[config.mk]
export PLATFORM = sky130hd
export DESIGN_NAME = iterative_mult_unit_flat
export DESIGN_NICKNAME = d
export VERILOG_FILES = /design/src/rtl/iterative_mult_unit_if.sv /design/src/rtl/iterative_mult_unit.sv /design/src/flat_wrapper.sv
export SDC_FILE = /design/constraint.sdc
export NUM_CORES = 1
export LEC_CHECK = 0
export CELL_PAD_IN_SITES_DETAIL_PLACEMENT = 0
export CELL_PAD_IN_SITES_GLOBAL_PLACEMENT = 1
export CORE_MARGIN = 8
export CORE_UTILIZATION = 45
export CTS_BUF_LIST = sky130_fd_sc_hd__clkbuf_8
export DETAILED_ROUTE_END_ITERATION = 7
export PLACE_DENSITY = 0.93
export SLEW_MARGIN = 20
export SYNTH_ARGS = -nofsm -noshare
export SYNTH_HDL_FRONTEND = slang
export SYNTH_SLANG_ARGS = --single-unit
[constraint.sdc]
create_clock -name clk -period 16.2 [get_ports clk]
set_clock_uncertainty 0.2 [all_clocks]
set_input_delay 3.24 -clock clk [delete_from_list [all_inputs] [get_ports clk]]
set_output_delay 3.24 -clock clk [all_outputs]
set_load 0.01 [all_outputs]
[src/rtl/iterative_mult_unit_if.sv]
// Execute-stage bundle between one issue lane and its iterative multiplier.
// The lane side is the master; the multiplier is the slave.
interface iterative_mult_unit_if #(
  parameter int WIDTH = 32
);

  logic                 mult_E;
  logic                 signed_E;
  logic [WIDTH-1:0]     srcA_E;
  logic [WIDTH-1:0]     srcB_E;
  logic                 stall_E;
  logic                 flush_E;
  logic                 multStall_E;
  logic                 busy;
  logic [2*WIDTH-1:0]   product_E;
  logic [WIDTH-1:0]     hi;
  logic [WIDTH-1:0]     lo;

  modport master (
    output mult_E, signed_E, srcA_E, srcB_E, stall_E, flush_E,
    input  multStall_E, busy, product_E, hi, lo
  );

  modport slave (
    input  mult_E, signed_E, srcA_E, srcB_E, stall_E, flush_E,
    output multStall_E, busy, product_E, hi, lo
  );

endinterface

[src/rtl/iterative_mult_unit.sv]
// Multi-cycle shift-add 32x32->64 multiplier for one issue lane's execute stage.
// Holds the lane in E while computing and commits the product to HI/LO when the mult leaves E.
module iterative_mult_unit #(
  parameter int WIDTH          = 32,
  parameter int BITS_PER_CYCLE = 2
) (
  input logic                  clk,
  input logic                  reset_n,
  iterative_mult_unit_if.slave mif
);

  localparam int N     = WIDTH / BITS_PER_CYCLE;
  localparam int CNT_W = (N > 1) ? $clog2(N) : 1;
  localparam int PW    = 2 * WIDTH;

  typedef enum logic [1:0] {
    ST_IDLE = 2'd0,
    ST_BUSY = 2'd1,
    ST_DONE = 2'd2
  } state_t;

  state_t              state_r;
  state_t              state_next_s;
  logic [PW-1:0]       mcand_r;
  logic [WIDTH-1:0]    mplier_r;
  logic [PW-1:0]       acc_r;
  logic [PW-1:0]       acc_sum_s;
  logic                neg_r;
  logic [CNT_W-1:0]    count_r;
  logic [PW-1:0]       product_r;
  logic [WIDTH-1:0]    hi_r;
  logic [WIDTH-1:0]    lo_r;
  logic                last_step_s;
  logic                start_s;
  logic                commit_s;
  logic                mult_stall_s;
  logic                busy_s;

  // Absolute value of a two's-complement operand; the most negative value maps to itself as unsigned.
  function automatic logic [WIDTH-1:0] magnitude(input logic [WIDTH-1:0] v, input logic is_signed);
    if (is_signed && v[WIDTH-1]) begin
      return ~v + {{(WIDTH-1){1'b0}}, 1'b1};
    end else begin
      return v;
    end
  endfunction

  // Full-width conditional two's-complement negate of the accumulated product.
  function automatic logic [PW-1:0] cond_negate(input logic [PW-1:0] v, input logic neg);
    if (neg) begin
      return ~v + {{(PW-1){1'b0}}, 1'b1};
    end else begin
      return v;
    end
  endfunction

  assign last_step_s = (count_r == CNT_W'(N - 1));
  assign start_s     = (state_r == ST_IDLE) && mif.mult_E && !mif.flush_E;
  assign commit_s    = (state_r == ST_DONE) && !mif.stall_E && !mif.flush_E;

  // Partial-product step: mcand_r is pre-shifted, so each set multiplier bit adds a shifted copy.
  always_comb begin
    acc_sum_s = acc_r;
    for (int i = 0; i < BITS_PER_CYCLE; i++) begin
      if (mplier_r[i]) begin
        acc_sum_s = acc_sum_s + (mcand_r << i);
      end else begin
        acc_sum_s = acc_sum_s;
      end
    end
  end

  // FSM state register.
  always_ff @(posedge clk or negedge reset_n) begin
    if (!reset_n) begin
      state_r <= ST_IDLE;
    end else begin
      state_r <= state_next_s;
    end
  end

  // FSM next-state logic; flush wins over both start and commit.
  always_comb begin
    state_next_s = state_r;
    case (state_r)
      ST_IDLE: begin
        if (mif.flush_E) begin
          state_next_s = ST_IDLE;
        end else if (mif.mult_E) begin
          state_next_s = ST_BUSY;
        end else begin
          state_next_s = ST_IDLE;
        end
      end
      ST_BUSY: begin
        if (mif.flush_E) begin
          state_next_s = ST_IDLE;
        end else if (last_step_s) begin
          state_next_s = ST_DONE;
        end else begin
          state_next_s = ST_BUSY;
        end
      end
      ST_DONE: begin
        if (mif.flush_E) begin
          state_next_s = ST_IDLE;
        end else if (mif.stall_E) begin
          state_next_s = ST_DONE;
        end else begin
          state_next_s = ST_IDLE;
        end
      end
      default: begin
        state_next_s = ST_IDLE;
      end
    endcase
  end

  // FSM outputs: the stall request must never see stall_E/flush_E or the hazard unit loops.
  always_comb begin
    mult_stall_s = 1'b0;
    busy_s       = 1'b0;
    if (!reset_n) begin
      mult_stall_s = 1'b0;
      busy_s       = 1'b0;
    end else begin
      mult_stall_s = ((state_r == ST_IDLE) && mif.mult_E) || (state_r == ST_BUSY);
      busy_s       = (state_r != ST_IDLE);
    end
  end

  // Datapath: operand capture, iterative accumulation, product finalisation and HI/LO commit.
  always_ff @(posedge clk or negedge reset_n) begin
    if (!reset_n) begin
      mcand_r   <= {PW{1'b0}};
      mplier_r  <= {WIDTH{1'b0}};
      acc_r     <= {PW{1'b0}};
      neg_r     <= 1'b0;
      count_r   <= {CNT_W{1'b0}};
      product_r <= {PW{1'b0}};
      hi_r      <= {WIDTH{1'b0}};
      lo_r      <= {WIDTH{1'b0}};
    end else begin
      case (state_r)
        ST_IDLE: begin
          if (start_s) begin
            mcand_r  <= {{WIDTH{1'b0}}, magnitude(mif.srcA_E, mif.signed_E)};
            mplier_r <= magnitude(mif.srcB_E, mif.signed_E);
            neg_r    <= mif.signed_E && (mif.srcA_E[WIDTH-1] ^ mif.srcB_E[WIDTH-1]);
            acc_r    <= {PW{1'b0}};
            count_r  <= {CNT_W{1'b0}};
          end
        end
        ST_BUSY: begin
          if (mif.flush_E) begin
            acc_r   <= {PW{1'b0}};
            count_r <= {CNT_W{1'b0}};
          end else begin
            acc_r    <= acc_sum_s;
            mcand_r  <= mcand_r << BITS_PER_CYCLE;
            mplier_r <= mplier_r >> BITS_PER_CYCLE;
            count_r  <= count_r + CNT_W'(1);
            if (last_step_s) begin
              product_r <= cond_negate(acc_sum_s, neg_r);
            end
          end
        end
        ST_DONE: begin
          if (commit_s) begin
            hi_r <= product_r[PW-1:WIDTH];
            lo_r <= product_r[WIDTH-1:0];
          end
        end
        default: begin
          acc_r <= {PW{1'b0}};
        end
      endcase
    end
  end

  assign mif.multStall_E = mult_stall_s;
  assign mif.busy        = busy_s;
  assign mif.product_E   = product_r;
  assign mif.hi          = hi_r;
  assign mif.lo          = lo_r;

endmodule
[src/flat_wrapper.sv]
// flat-port wrapper written by rule: the top's interface ports become plain ports
module iterative_mult_unit_flat 
#(
  parameter int WIDTH          = 32,
  parameter int BITS_PER_CYCLE = 2
)
  (clk, reset_n, mif_mult_E, mif_signed_E, mif_srcA_E, mif_srcB_E, mif_stall_E, mif_flush_E, mif_multStall_E, mif_busy, mif_product_E, mif_hi, mif_lo);
  iterative_mult_unit_if #(.WIDTH(WIDTH)) mif_i ();
  input logic clk;
  input logic reset_n;
  input wire logic [$bits(mif_i.mult_E)-1:0] mif_mult_E;
  input wire logic [$bits(mif_i.signed_E)-1:0] mif_signed_E;
  input wire logic [$bits(mif_i.srcA_E)-1:0] mif_srcA_E;
  input wire logic [$bits(mif_i.srcB_E)-1:0] mif_srcB_E;
  input wire logic [$bits(mif_i.stall_E)-1:0] mif_stall_E;
  input wire logic [$bits(mif_i.flush_E)-1:0] mif_flush_E;
  output wire logic [$bits(mif_i.multStall_E)-1:0] mif_multStall_E;
  output wire logic [$bits(mif_i.busy)-1:0] mif_busy;
  output wire logic [$bits(mif_i.product_E)-1:0] mif_product_E;
  output wire logic [$bits(mif_i.hi)-1:0] mif_hi;
  output wire logic [$bits(mif_i.lo)-1:0] mif_lo;
  assign mif_i.mult_E = mif_mult_E;
  assign mif_i.signed_E = mif_signed_E;
  assign mif_i.srcA_E = mif_srcA_E;
  assign mif_i.srcB_E = mif_srcB_E;
  assign mif_i.stall_E = mif_stall_E;
  assign mif_i.flush_E = mif_flush_E;
  assign mif_multStall_E = mif_i.multStall_E;
  assign mif_busy = mif_i.busy;
  assign mif_product_E = mif_i.product_E;
  assign mif_hi = mif_i.hi;
  assign mif_lo = mif_i.lo;
  iterative_mult_unit #(.WIDTH(WIDTH), .BITS_PER_CYCLE(BITS_PER_CYCLE)) u_core (.clk(clk), .reset_n(reset_n), .mif(mif_i));
endmodule
==> results of run 1 <==
## cell families after synthesis
| kind of cell | count (synthesis) | synth area share |
|---|---|---|
| fa+ha+maj | 132 | 0.0672 |
| mux | 133 | 0.0590 |
| compound gates | 1093 | 0.279 |
| xor+xnor | 178 | 0.0629 |
| buf+inv | 218 | 0.0335 |
| simple gates | 1050 | 0.201 |
| flops | 295 | 0.298 |
## worst register-to-register path, delay by kind of cell, from the launching register on
kind,cells,cell delay (ns)
AOI/OAI and AO/OA,6,3.03
and+or+nand+nor,10,2.57
adders and majority gates,3,1.09
DFF,1,0.39
muxes,1,0.35
xor gates and xnor gates,2,0.33
buffers and inverters,1,0.07
## report_power, final
part	internal [mW]	switching, mW	total, mW
clock network	0.525	0.344	0.869
registers	0.825	0.134	0.959
logic	0.741	1.43	2.17
## how the worst max path moves through the flow
stage | start | endpoint | slack [ns]
2_1_floorplan | mif_mult_E | mif_multStall_E | 9.17
3_3_place_gp | u_core.mcand_r[0] | u_core.mif.product_E[56] | 8.13
3_5_place_dp | u_core.mcand_r[0] | u_core.mif.product_E[54] | 8.06
4_1_cts | u_core.mcand_r[0] | u_core.mif.product_E[54] | 8.03
5_1_grt | u_core.mcand_r[0] | u_core.mif.product_E[54] | 7.45
6_report | u_core.mcand_r[0] | u_core.mif.product_E[54] | 8.03
## placed cells by master, fill, tap and decap left out, types with 10 or more instances in the layout
| cell type | netlist | final |
|---|---|---|
| a211oi_1 | 35 | 35 |
| a21o_1 | 36 | 36 |
| a21oi_1 | 293 | 293 |
| a221oi_1 | 14 | 14 |
| a22o_1 | 68 | 68 |
| a31oi_1 | 31 | 31 |
| and2_1 | 20 | 20 |
| and3_1 | 23 | 23 |
| and4_1 | 12 | 12 |
| buf_4 | 0 | 27 |
| bufinv_16 | 0 | 10 |
| clkbuf_8 | 0 | 65 |
| clkdlybuf4s50_1 | 0 | 198 |
| dfrtp_1 | 295 | 292 |
| ha_1 | 130 | 130 |
| inv_1 | 45 | 57 |
| mux2_2 | 106 | 106 |
| mux2i_1 | 27 | 27 |
| nand2_1 | 430 | 430 |
| nand2b_1 | 28 | 27 |
| nand3_1 | 56 | 56 |
| nand4_1 | 61 | 61 |
| nor2_1 | 230 | 226 |
| nor2b_1 | 13 | 12 |
| nor3_1 | 44 | 44 |
| nor4_1 | 27 | 27 |
| o2111ai_1 | 11 | 11 |
| o211a_1 | 10 | 10 |
| o211ai_1 | 31 | 31 |
| o21a_1 | 26 | 26 |
| o21ai_0 | 318 | 318 |
| o21ai_1 | 41 | 41 |
| o21bai_1 | 13 | 13 |
| o31ai_1 | 37 | 36 |
| or3_1 | 45 | 43 |
| or4_1 | 10 | 10 |
| xnor2_1 | 98 | 98 |
| xor2_1 | 80 | 80 |
## layout make-up
| class | instances | area [sq um] | area share |
|---|---|---|---|
| clock inverter | 31 | 414 | 0.0145 |
| inverter | 46 | 173 | 0.00603 |
| multi-input combinational | 2586 | 16600 | 0.582 |
| sequential | 295 | 7390 | 0.258 |
| tap | 704 | 881 | 0.0308 |
| timing repair buffer | 227 | 2220 | 0.0776 |
| clock buffer | 65 | 895 | 0.0313 |
| antenna | 1 | 2.50 | 0.0000874 |
## per-stage QoR
stage | total power [mW] | cells | hold WS [ns] | worst slack (ns) | cell area [sq um]
after floorplan | 2.33 | 3099 | 0.245 | 9.17 | 24800
after global placement | 3.04 | 3858 | 0.255 | 8.13 | 27300
after detailed placement | 3.06 | 3858 | 0.265 | 8.06 | 27300
after CTS | 3.94 | 3954 | 0.279 | 8.03 | 28600
after global routing | 4.19 | 3954 | 0.310 | 7.45 | 28600
final | 4.00 | 3955 | 0.277 | 8.03 | 28600
## sequential cells by signal (all words and copies together), names as in the netlist
name,cells
u_core.mif.lo,32
u_core.mcand_r,64
u_core.state_r,2
u_core.mif.product_E,64
u_core.mplier_r,32
u_core.mif.hi,32
u_core.neg_r,1
u_core.count_r,4
u_core.acc_r,64
## routing by layer
layer  global-route usage  vias up  share of wire
li1                     -    11700              -
met1                0.329    12200           0.38
met2                0.506     1041           0.48
met3               0.0398      353          0.052
met4                0.207        2          0.081
met5                    0        -       0.000083
==> results_dict.tcl, run 1 <==
set metrics [dict create \
    detail_route.iter0.violations 2118 \
    yosysWarnings 0 \
    cp_cell_sequence "ha_1 > inv_1 > fa_1 > nand2b_1 > a2111oi_0 > a211oi_1 > o21ai_1 > xor2_1 > mux2_2 > ha_1 > nand2_1 > nor2_1 > nand2_1 > o211ai_2 > a31oi_1 > xnor2_1 > a221oi_1 > nand3_1 > nor2_1 > nand4_1 > nor2_2 > nor3_1 > or3_1" \
    grt_use_total 0.291 \
    cts_hold_buf 0 \
    syn-cell-area_sq_mm 0.0248 \
    drtPass1Iterations 8 \
    fp.coreArea_sq_mm 0.0548 \
    maxCapViolCount 0 \
    r2r-end "u_core.mif.product_E[54]" \
    slowest_delay_ns 0.89 \
    drcViolationCount 0 \
    rsz0062_at_grt "no" \
    fillerInstances 5176 \
    drt-total-wl_mm 95.8 \
    numCtsBuffers 52 \
    antenna_found_initial 1 \
    path_delay_family "compound AO/OA/AOI/OAI gates" \
    avgViaCountPerCell 6.41 \
    ant_nets 0 \
    r2r_slack_ns 8.03 \
    start_util 0.453 \
    cts.sinks 295 \
    synth_edf_count 0 \
    grt_max_degree 154 \
    slew_headroom 0.213 \
    fp.dieW_um 251 \
    async_flop_share 1.00 \
    syn_avg_cell_area_sq_um 8.00 \
    area_delta_synth_final_pct 15.4 \
    gp_congestion 1.01 \
    synth.top_cells.by_area "dfrtp_1 30%, ha_1 6.6%, nand2_1 6.5%" \
    post_cts_resized 0 \
    synthTopCellsByCount "430 x nand2_1, 318 x o21ai_0, 295 x dfrtp_1" \
    finalNetCount 3410 \
    setup_viol 0 \
    p_leak_nw 12.1 \
    reg2reg_from "u_core.mcand_r[0]" \
    cp-end-kind "flip-flop" \
    syn_inst 3099 \
    dieArea_sq_mm 0.0629 \
    drive_gt1_frac 0.0837 \
    hold_path_class "flip-flop to flip-flop" \
    p_per_area_mw_per_mm2 140 \
    worstMarginPinSlew_ns 1.17 \
    worst_ep_required_time_ns 16.51 \
    clockRootBuffer "clkbuf_8" \
    overflow 0 \
    vias 25300 \
    grt_pass1_vias 25200 \
    cp_slowest_cell "a221oi_1" \
    ys_ff_latch 295 \
    wl_per_cell_um 24.2 \
    postCtsSetupBuffers 0 \
    outcome "finished clean" \
    clk_path_buf_depth 3 \
    clock_latency_ns 0.66 \
    hpwl_mm 73.7 \
    cts_max_level 2 \
    final_util 0.523 \
    timing.final.max_slew_violations 0 \
    finalHoldViolCount 0 \
    holdPathEnd "u_core.mplier_r[3]" \
    synth_top_area_share 0.298 \
    synth_ff_type "dfrtp_1" \
    synth_most_common_cell "nand2_1" \
    cp_num_buf_inv 1 \
    cp_max_fo 8 \
    row_count 86 \
    cts_tree "built" \
    fp.dieH_um 251 \
    seq_area_frac_synth 0.298 \
    max_freq_mhz 122 \
    r2r_cells 23 \
    period_minus_slack_ns 8.17 \
    ys_types 99 \
    tns_ns 0 \
    path_depth 23 \
    fin_crit_sh 0.504 \
    hold_start "u_core.mplier_r[3]" \
    grt_pass1_wl_mm 146 \
    syn_nets 3301 \
    critical_path_class "flip-flop to flip-flop" \
    io_buffers 199 \
    worstSetupStartpointType "flip-flop" \
    io_pins 200 \
    peakVddDrop_uv 77.5 \
    clk_pin_slew_ns 0.06 \
    yosys.area.top_type "dfrtp_1" \
    critPathArrivalTime_ns 8.48 \
    whs_path_depth 2 \
]
Power figures use the tool's default switching activity.
==> inputs of run 2 (changes only) <==
==> constraint.sdc (replaced) <==
create_clock -name clk -period 8.1 [get_ports clk]
set_clock_uncertainty 0.2 [all_clocks]
set_input_delay 1.62 -clock clk [delete_from_list [all_inputs] [get_ports clk]]
set_output_delay 1.62 -clock clk [all_outputs]
set_load 0.01 [all_outputs]
==> run 2 against run 1 <==
Final area down 0.26%. Wire length down 1.4%. Clock power up 73%. Fmax rose by 6.5%. Global-route usage decreased by 0.40 points. Largest power group unchanged. First-iteration DRC count increased by 8.5%. Core utilization decreased by 0.13 points. Final cell count grew 0.28%. Flip-flop and latch count is the same. Critical path type unchanged. Power is 93% higher. Die area unchanged.
==> results_dict.tcl, run 2 (same netlist as run 1, synthesis figures left out) <==
set metrics [dict create \
    dr_wl_met2_mm 44.8 \
    avgViaCountPerCell 6.44 \
    p_per_area_mw_per_mm2 270 \
    io_buffers 199 \
    rsz0062_at_grt "no" \
    grt_max_degree 128 \
    grt_pass1_wl_mm 144 \
    slew_headroom 0.259 \
    wl_per_cell_um 23.8 \
    highest_layer "met5" \
    ant_nets 0 \
    power_frac_comb 0.555 \
    peakVddDrop_uv 188 \
    r2r_slack_ns 0.43 \
    hpwl_mm 72.8 \
    sequentialPowerShare 0.250 \
    detail_route.iter0.violations 2299 \
    outcome "finished clean" \
    final_cell_mix "430 x nand2_1, 318 x o21ai_0, 293 x a21oi_1" \
    start_util 0.453 \
    pre_cts_ws_ns 0.625 \
    timing.final.max_slew_violations 0 \
    power.internal_mw 3.97 \
    clockRootBuffer "clkbuf_8" \
    fin_crit_sh 0.947 \
    drtPass1Iterations 6 \
    period_minus_slack_ns 7.67 \
    met3_length_mm 5.48 \
    pwr-share-clk 0.195 \
    critPathArrivalTime_ns 7.98 \
    fp.dieH_um 251 \
    dieArea_sq_mm 0.0629 \
    path_delay_family "compound AO/OA/AOI/OAI gates" \
    cp_max_fo 7 \
    fp.dieW_um 251 \
    final_area_sq_mm 0.0285 \
    wl_met1_mm 36.0 \
    tns_ns 0 \
    row_count 86 \
    gp_congestion 1.04 \
    antenna_found_initial 2 \
    cp-end-kind "flip-flop" \
    fp.coreArea_sq_mm 0.0548 \
    holdPathEnd "u_core.mplier_r[3]" \
    drive_gt1_frac 0.0852 \
    r2r-end "u_core.mif.product_E[62]" \
    drt-total-wl_mm 94.5 \
    cpMostUsedCell "xnor2_1" \
    reg2reg_from "u_core.mcand_r[0]" \
    place_area_sq_mm 0.0274 \
    final_common_cell "nand2_1" \
    clk_pin_slew_ns 0.06 \
    cts_max_level 2 \
    p_leak_nw 12.1 \
    cts_tree "built" \
    cp_cell_sequence "ha_1 > inv_1 > fa_1 > nand2b_1 > a211oi_1 > o211ai_1 > a2111oi_0 > a211oi_1 > xnor2_1 > mux2_2 > ha_1 > a21oi_1 > o21a_1 > o221ai_1 > nor3_1 > nand3_1 > a31oi_1 > xnor2_1 > a21oi_1 > nand4_2 > or4_4 > o41ai_2 > xnor2_1 > o21ai_1" \
    worst_slack_ns 0.426 \
    worstSetupStartpointType "flip-flop" \
    grt_pass1_vias 25400 \
    drcViolationCount 0 \
    hold_start "u_core.mplier_r[3]" \
    cts.sinks 295 \
    worst_ep_required_time_ns 8.40 \
    setup_viol 0 \
    switching_share 0.485 \
    hold_path_class "flip-flop to flip-flop" \
    cp_num_buf_inv 1 \
    whs_path_depth 2 \
    hold_ws_ns 0.276 \
    numCtsBuffers 53 \
    clock_latency_ns 0.66 \
    clk_path_buf_depth 3 \
    slowest_delay_ns 0.78 \
    finalHoldViolCount 0 \
    p_switching_mw 3.74 \
    area_delta_synth_final_pct 15.1 \
    grt_use_total 0.287 \
    r2r_cells 24 \
    finalNetCount 3423 \
    critical_path_class "flip-flop to flip-flop" \
    vias 25500 \
    cp_slowest_cell "a211oi_1" \
    io_pins 200 \
    cts_hold_buf 0 \
    maxCapViolCount 0 \
    overflow 0 \
    max_freq_mhz 130 \
    worstMarginPinSlew_ns 1.11 \
]
[run 2: changes by cell type in the layout (fill, tap and decap cells not counted), sizes merged]
cell,previous run,this run
bufinv,10,4
inv,59,67
clkinvlp,1,4
buf,29,41
clkbuf,65,62
clkinv,7,4
[run 2: worst max path at each step]
| stage | from | to | slack [ns] | cells past startpoint |
|---|---|---|---|---|
| floorplan | u_core.mplier_r[0] | u_core.mif.product_E[62] | 1.16 | 24 |
| global placement | u_core.mcand_r[0] | u_core.mif.product_E[54] | 0.68 | 24 |
| detailed placement | u_core.mcand_r[0] | u_core.mif.product_E[54] | 0.63 | 24 |
| CTS | u_core.mcand_r[0] | u_core.mif.product_E[54] | 0.59 | 24 |
| global route | u_core.mcand_r[0] | u_core.mif.product_E[59] | 0.12 | 23 |
| finish | u_core.mcand_r[0] | u_core.mif.product_E[62] | 0.43 | 24 |
[run 2: layout make-up]
type / count / area [sq um]
clock buffers: 62 / 853
repair buffers: 239 / 2310
clock inverters: 33 / 269
diodes: 1 / 2.50
inverters: 46 / 173
fillers: 5169 / 26200
well taps: 704 / 881
flip-flops and latches: 295 / 7390
multi-input cells: 2586 / 16700
[run 2: what timing repair did]
item | in CTS | in global routing
resized for setup | 0 | 3
endpoints found under the setup margin | 0 | 2
setup buffers | 0 | 0
[run 2: routing by layer]
layer | vias up | global-route usage
met5 | - | 0
met4 | 2 | 0.218
met3 | 354 | 0.0450
met2 | 1104 | 0.488
met1 | 12300 | 0.324
li1 | 11800 | -
[run 2: through the flow]
stage	cells	power [mW]	util
after floorplan	3099	4.67	-
after global placement	3870	6.04	0.500
after detailed placement	3870	6.10	0.500
after CTS	3965	7.63	0.521
after global routing	3966	8.12	0.521
final	3966	7.71	0.521
[run 2: worst min-delay path: stages, from the launching register on]
cell,delay (ns)
dfrtp_1,0.34
nand2_1,0.05
o21ai_0,0.06
[run 2: power by group through the flow]
stage / sequential [mW] / combinational [mW] / clock [mW]
2_1_floorplan: 1.80 / 2.86 / 0
3_3_place_gp: 1.93 / 4.11 / 0
3_5_place_dp: 1.94 / 4.16 / 0
4_1_cts: 1.91 / 4.19 / 1.53
5_1_grt: 1.94 / 4.60 / 1.58
6_report: 1.93 / 4.28 / 1.50
